[src/rtl/toggle_bank_arbiter_if.sv]
// Bus bundle between the requester FSMs and the shared toggle bank.
// The master side drives requests and clear; the slave side (the arbiter)
// returns grant, bank state, error and busy.
interface toggle_bank_arbiter_if #(
  parameter int NREQ  = 4,
  parameter int WIDTH = 8,
  parameter int IDXW  = 3,
  parameter int IDW   = 2
);
  logic [NREQ-1:0]      req;
  logic [NREQ*IDXW-1:0] req_idx;
  logic                 clr;
  logic [NREQ-1:0]      gnt;
  logic [IDW-1:0]       gnt_id;
  logic [WIDTH-1:0]     q;
  logic                 err;
  logic                 busy;

  modport master (
    output req, req_idx, clr,
    input  gnt, gnt_id, q, err, busy
  );

  modport slave (
    input  req, req_idx, clr,
    output gnt, gnt_id, q, err, busy
  );
endinterface

[src/rtl/toggle_bank_arbiter.sv]
// Round-robin arbiter sharing one bank of toggle flops between NREQ
// requesters. One grant per clock; the winner's bit toggles on the same
// edge that raises its grant. A requester granted in this cycle is held
// off for one cycle so a single handshake never yields two toggles.
module toggle_bank_arbiter #(
  parameter int NREQ  = 4,
  parameter int WIDTH = 8,
  parameter int IDXW  = 3,
  parameter int IDW   = 2
) (
  input  logic                 clk,
  input  logic                 rst_n,
  toggle_bank_arbiter_if.slave bus
);

  logic [NREQ-1:0]  r_gnt;
  logic [IDW-1:0]   r_gnt_id;
  logic [WIDTH-1:0] r_q;
  logic             r_err;
  logic [IDW-1:0]   r_ptr;

  logic [NREQ-1:0]  w_elig;
  logic             w_win_vld;
  logic [IDW-1:0]   w_win_id;
  logic [IDXW-1:0]  w_win_idx;
  logic             w_idx_ok;
  int               w_dist;
  int               w_best;

  logic [NREQ-1:0]  w_gnt_nxt;
  logic [IDW-1:0]   w_gnt_id_nxt;
  logic [WIDTH-1:0] w_q_nxt;
  logic             w_err_nxt;
  logic [IDW-1:0]   w_ptr_nxt;

  // Requests granted this cycle sit out one cycle (handshake holdoff).
  assign w_elig = bus.req & ~r_gnt;

  // Winner is the eligible requester closest to ptr going upward, modulo NREQ.
  always_comb begin
    w_win_vld = 1'b0;
    w_win_id  = '0;
    w_dist    = 0;
    w_best    = NREQ;
    for (int i = 0; i < NREQ; i++) begin
      if (w_elig[i]) begin
        w_dist = (i + NREQ - int'(r_ptr)) % NREQ;
        if (w_dist < w_best) begin
          w_best    = w_dist;
          w_win_id  = IDW'(i);
          w_win_vld = 1'b1;
        end
      end
    end
  end

  // Only the winner's index slice is looked at, so junk on losers' slices
  // never reaches the bank.
  always_comb begin
    w_win_idx = '0;
    for (int i = 0; i < NREQ; i++) begin
      if (w_win_id == IDW'(i)) begin
        w_win_idx = bus.req_idx[i*IDXW +: IDXW];
      end
    end
  end

  assign w_idx_ok = (int'(w_win_idx) < WIDTH);

  // Next-state for grant, bank and pointer; clear overrides arbitration.
  always_comb begin
    w_gnt_nxt    = '0;
    w_gnt_id_nxt = r_gnt_id;
    w_q_nxt      = r_q;
    w_err_nxt    = 1'b0;
    w_ptr_nxt    = r_ptr;
    if (bus.clr) begin
      w_q_nxt = '0;
    end else if (w_win_vld) begin
      for (int i = 0; i < NREQ; i++) begin
        if (w_win_id == IDW'(i)) begin
          w_gnt_nxt[i] = 1'b1;
        end
      end
      w_gnt_id_nxt = w_win_id;
      w_ptr_nxt    = IDW'((int'(w_win_id) + 1) % NREQ);
      if (w_idx_ok) begin
        for (int b = 0; b < WIDTH; b++) begin
          if (int'(w_win_idx) == b) begin
            w_q_nxt[b] = ~r_q[b];
          end
        end
      end else begin
        w_err_nxt = 1'b1;
      end
    end
  end

  // State registers; async reset also drops any toggle in flight.
  always_ff @(posedge clk or negedge rst_n) begin
    if (!rst_n) begin
      r_gnt    <= '0;
      r_gnt_id <= '0;
      r_q      <= '0;
      r_err    <= 1'b0;
      r_ptr    <= '0;
    end else begin
      r_gnt    <= w_gnt_nxt;
      r_gnt_id <= w_gnt_id_nxt;
      r_q      <= w_q_nxt;
      r_err    <= w_err_nxt;
      r_ptr    <= w_ptr_nxt;
    end
  end

  assign bus.gnt    = r_gnt;
  assign bus.gnt_id = r_gnt_id;
  assign bus.q      = r_q;
  assign bus.err    = r_err;
  assign bus.busy   = |(bus.req & ~r_gnt) & ~bus.clr;

endmodule

[src/flat_wrapper.sv]
// flat-port wrapper written by rule: the top's interface ports become plain ports
module toggle_bank_arbiter_flat 
#(
  parameter int NREQ  = 4,
  parameter int WIDTH = 8,
  parameter int IDXW  = 3,
  parameter int IDW   = 2
)
  (clk, rst_n, bus_req, bus_req_idx, bus_clr, bus_gnt, bus_gnt_id, bus_q, bus_err, bus_busy);
  toggle_bank_arbiter_if #(.NREQ(NREQ), .WIDTH(WIDTH), .IDXW(IDXW), .IDW(IDW)) bus_i ();
  input  logic clk;
  input  logic rst_n;
  input wire logic [$bits(bus_i.req)-1:0] bus_req;
  input wire logic [$bits(bus_i.req_idx)-1:0] bus_req_idx;
  input wire logic [$bits(bus_i.clr)-1:0] bus_clr;
  output wire logic [$bits(bus_i.gnt)-1:0] bus_gnt;
  output wire logic [$bits(bus_i.gnt_id)-1:0] bus_gnt_id;
  output wire logic [$bits(bus_i.q)-1:0] bus_q;
  output wire logic [$bits(bus_i.err)-1:0] bus_err;
  output wire logic [$bits(bus_i.busy)-1:0] bus_busy;
  assign bus_i.req = bus_req;
  assign bus_i.req_idx = bus_req_idx;
  assign bus_i.clr = bus_clr;
  assign bus_gnt = bus_i.gnt;
  assign bus_gnt_id = bus_i.gnt_id;
  assign bus_q = bus_i.q;
  assign bus_err = bus_i.err;
  assign bus_busy = bus_i.busy;
  toggle_bank_arbiter #(.NREQ(NREQ), .WIDTH(WIDTH), .IDXW(IDXW), .IDW(IDW)) u_core (.clk(clk), .rst_n(rst_n), .bus(bus_i));
endmodule
[config.mk]
export PLATFORM = sky130hd
export DESIGN_NAME = toggle_bank_arbiter_flat
export DESIGN_NICKNAME = d
export VERILOG_FILES = /design/src/rtl/toggle_bank_arbiter_if.sv /design/src/rtl/toggle_bank_arbiter.sv /design/src/flat_wrapper.sv
export SDC_FILE = /design/constraint.sdc
export NUM_CORES = 1
export LEC_CHECK = 0
export ABC_AREA = 1
export CAP_MARGIN = 10
export CORE_ASPECT_RATIO = 1.25
export CORE_MARGIN = 2
export CORE_UTILIZATION = 49
export CTS_CLUSTER_DIAMETER = 50
export DETAILED_ROUTE_END_ITERATION = 10
export PLACE_DENSITY = 0.86
export SLEW_MARGIN = 20
export SYNTH_ARGS = -nofsm -noshare
export SYNTH_HDL_FRONTEND = slang
export SYNTH_SLANG_ARGS = --single-unit
export TNS_END_PERCENT = 20
[constraint.sdc]
create_clock -name clk -period 5.1 [get_ports clk]
set_input_delay 1.02 -clock clk [delete_from_list [all_inputs] [get_ports clk]]
set_output_delay 1.02 -clock clk [all_outputs]
set_load 0.02 [all_outputs]
==> run summary <==
status: finished clean
initial antenna violation count: 0
Reg2Reg Launch Point: u_core.r_ptr[0]
Post-DRT Antenna Nets: 0
GRT Util Overall: 21.90%
CTS tree: yes
Post-synth EDFFs: 0
Mapped Area: 1082 um^2
DRT iter0 DRCs: 16
Final Skew: 0.003583 ns
Slew Viols, Final: 0
Slew @ Worst Pin: 0.7048 ns
pin count of the biggest net entering global routing: 17
core area: 2140 um^2
Seq/Total Area, Yosys: 36.99%
H-tree depth: 1
Remaining Overflow, GRT: 0
HPWL after DPL: 2.043 mm
critical-path maximum fanout: 5
compound-gate portion of the synthesized area: 8.208%
Buffers on Ports: 33
WS Path Type: input port to flip-flop
multiplexer share of the synthesized area: 0%
Clk Latency, worst-skew pair: 0.28 ns
Die H: 56.55 um
Die W: 46.04 um
Routed WL: 2.445 mm
CTS buffer count: 3
Main synth FF type: dfrtp_1
period utilization: 88.29%
post-layout min period: 4.503 ns
post-DR vias/cell: 5.059
clk buf depth: 2
post-route insts no fill: 205
max incr delay on CP: 0.47 ns
commonest non-fill, non-tap cell in the layout: nand2_1
FF-to-FF End: u_core.bus.q[6]
Most common cell on crit path: nand2_1
count of final hold-check violations: 0
Syn Area/Cell: 7.264 um^2
Worst slew margin: 52.86%
TritonRoute pass-1 iters: 4
placed cell count: 202
P&R area growth vs syn: 34.33%
diode count: 0
xor/xnor share of the synthesized area: 2.428%
HP Start: u_core.bus.gnt_id[0]
RD Place Congestion: 0.7971
Distinct cells, synth: 22
Placed Area: 1431 um^2
Syn Inst Count: 149
Synth async-reset ratio: 100.0%
Synth Area in Adders: 6.936%
IO Count: 35
FF+latch count, synth: 16
Synth Warn #: 0
CP Data Required Time: 5.28 ns
max-capacitance violation count: 0
critical path endpoint category: flip-flop
main combinational cell family by area after synthesis: simple AND/OR/NAND/NOR gates
PostCTS Resize Cnt: 0
RSZ-0062 raised after global routing: false
Post-Layout Inst Area: 1454 um^2
area fraction in and, or, nand and nor cells after synthesis: 37.46%
Worst-path clk slew: 0.09 ns
Hold WC Path Type: flip-flop to flip-flop
# setup viols final: 0
worst r2r path cells: 27
most frequent cells in the layout: nand2_1, clkdlybuf4s50_1, nor2_1
CP Launch Type: input port
Final Util: 67.95%
layout cells sized above 1: 13.59%
Setup Buffers After CTS: 0
first-pass GRT wire length: 4.319 mm
Worst Setup EP: u_core.bus.q[6]
die area: 2603 um^2
clock sink total: 16
# nets final: 211
Remaining DRCs: 0
number of global-route vias before repair: 1116
CTS root buf: clkbuf_4
fmax: 222.1 MHz
Setup TNS Final: 0 ns
Filler cells: 182
wire length per cell: 11.93 um
R2R setup slack: 1.38 ns
crit path from: bus_req[1]
Slowest cell on crit path: clkdlybuf4s50_1
row cnt: 19
synthesized net count: 174
vias: 1037
initial core utilization: 50.58%
CTS Hold Buffers Added: 0
CP arrival: 4.68 ns
[synthesized netlist by cell type, types with 2 or more instances]
library cell / n / area share, %
nand2_2: 2 / 1.2
nand3_1: 11 / 5.1
nor2_2: 4 / 2.3
inv_2: 7 / 2.4
nand2_1: 42 / 15
inv_1: 13 / 4.5
nor2_4: 4 / 4.2
dfrtp_1: 16 / 37
o21ai_0: 2 / 0.92
xnor2_1: 3 / 2.4
nor2_1: 22 / 7.6
ha_1: 6 / 6.9
o21ai_2: 2 / 1.6
a21oi_1: 7 / 3.2
[cells by family (layout without fill, tap and decap cells)]
logic type	count (synthesis)	count (layout)
AO/OA/AOI/OAI	14	14
other	1	1
flip-flops	16	16
adder cells (fa/ha/maj)	6	6
buffers and inverters	21	56
AND/OR/NAND/NOR	88	88
XOR/XNOR	3	3
[state kept, by name (all words and copies together) (netlist names)]
signal             flops
u_core.bus.gnt_id      2
u_core.r_ptr           2
u_core.bus.q           8
u_core.bus.gnt         4
[worst min-delay path by stage]
| stage | endpoint | cells past startpoint | slack [ns] |
|---|---|---|---|
| floorplan | u_core.r_ptr[0] | 2 | 0.53 |
| global placement | u_core.bus.gnt_id[0] | 2 | 0.47 |
| detailed placement | u_core.bus.gnt_id[0] | 2 | 0.48 |
| CTS | u_core.bus.gnt_id[0] | 2 | 0.50 |
| global route | u_core.bus.gnt_id[0] | 2 | 0.52 |
| finish | u_core.bus.gnt_id[0] | 2 | 0.49 |
[critical path, delay by kind of cell]
kind            cells  cell delay [ns]
simple gates       14             1.25
compound gates      5             0.83
buf+inv             5             0.78
fa+ha+maj           3             0.77
[layer usage]
metal / track usage (%) / part of all wire (%) / up-vias
met5: 0 / 0 / -
met4: 7.347 / 0.94 / 0
met3: 1.929 / 3.3 / 4
met2: 41.87 / 58 / 21
met1: 23.13 / 38 / 477
li1: - / - / 535
[final cells by class]
| type | count | area [um^2] | share of cell area, % |
|---|---|---|---|
| clock buffer | 3 | 22.52 | 1.549 |
| timing repair buffer | 33 | 330.3 | 22.72 |
| multi-input combinational | 112 | 599.3 | 41.22 |
| sequential | 16 | 400.4 | 27.54 |
| inverter | 20 | 75.07 | 5.164 |
| tap | 21 | 26.28 | 1.807 |
[stage by stage]
stage | hold slack (ns) | setup WS [ns]
4_1_cts | 0.4984 | 0.5882
3_3_place_gp | 0.4669 | 0.5365
3_5_place_dp | 0.4754 | 0.3000
2_1_floorplan | 0.5303 | 1.184
5_1_grt | 0.5204 | 0.1760
6_report | 0.4946 | 0.5972
Power is not shown: default switching activity piles up to over one toggle a cycle in this logic, so the estimate is an artifact.
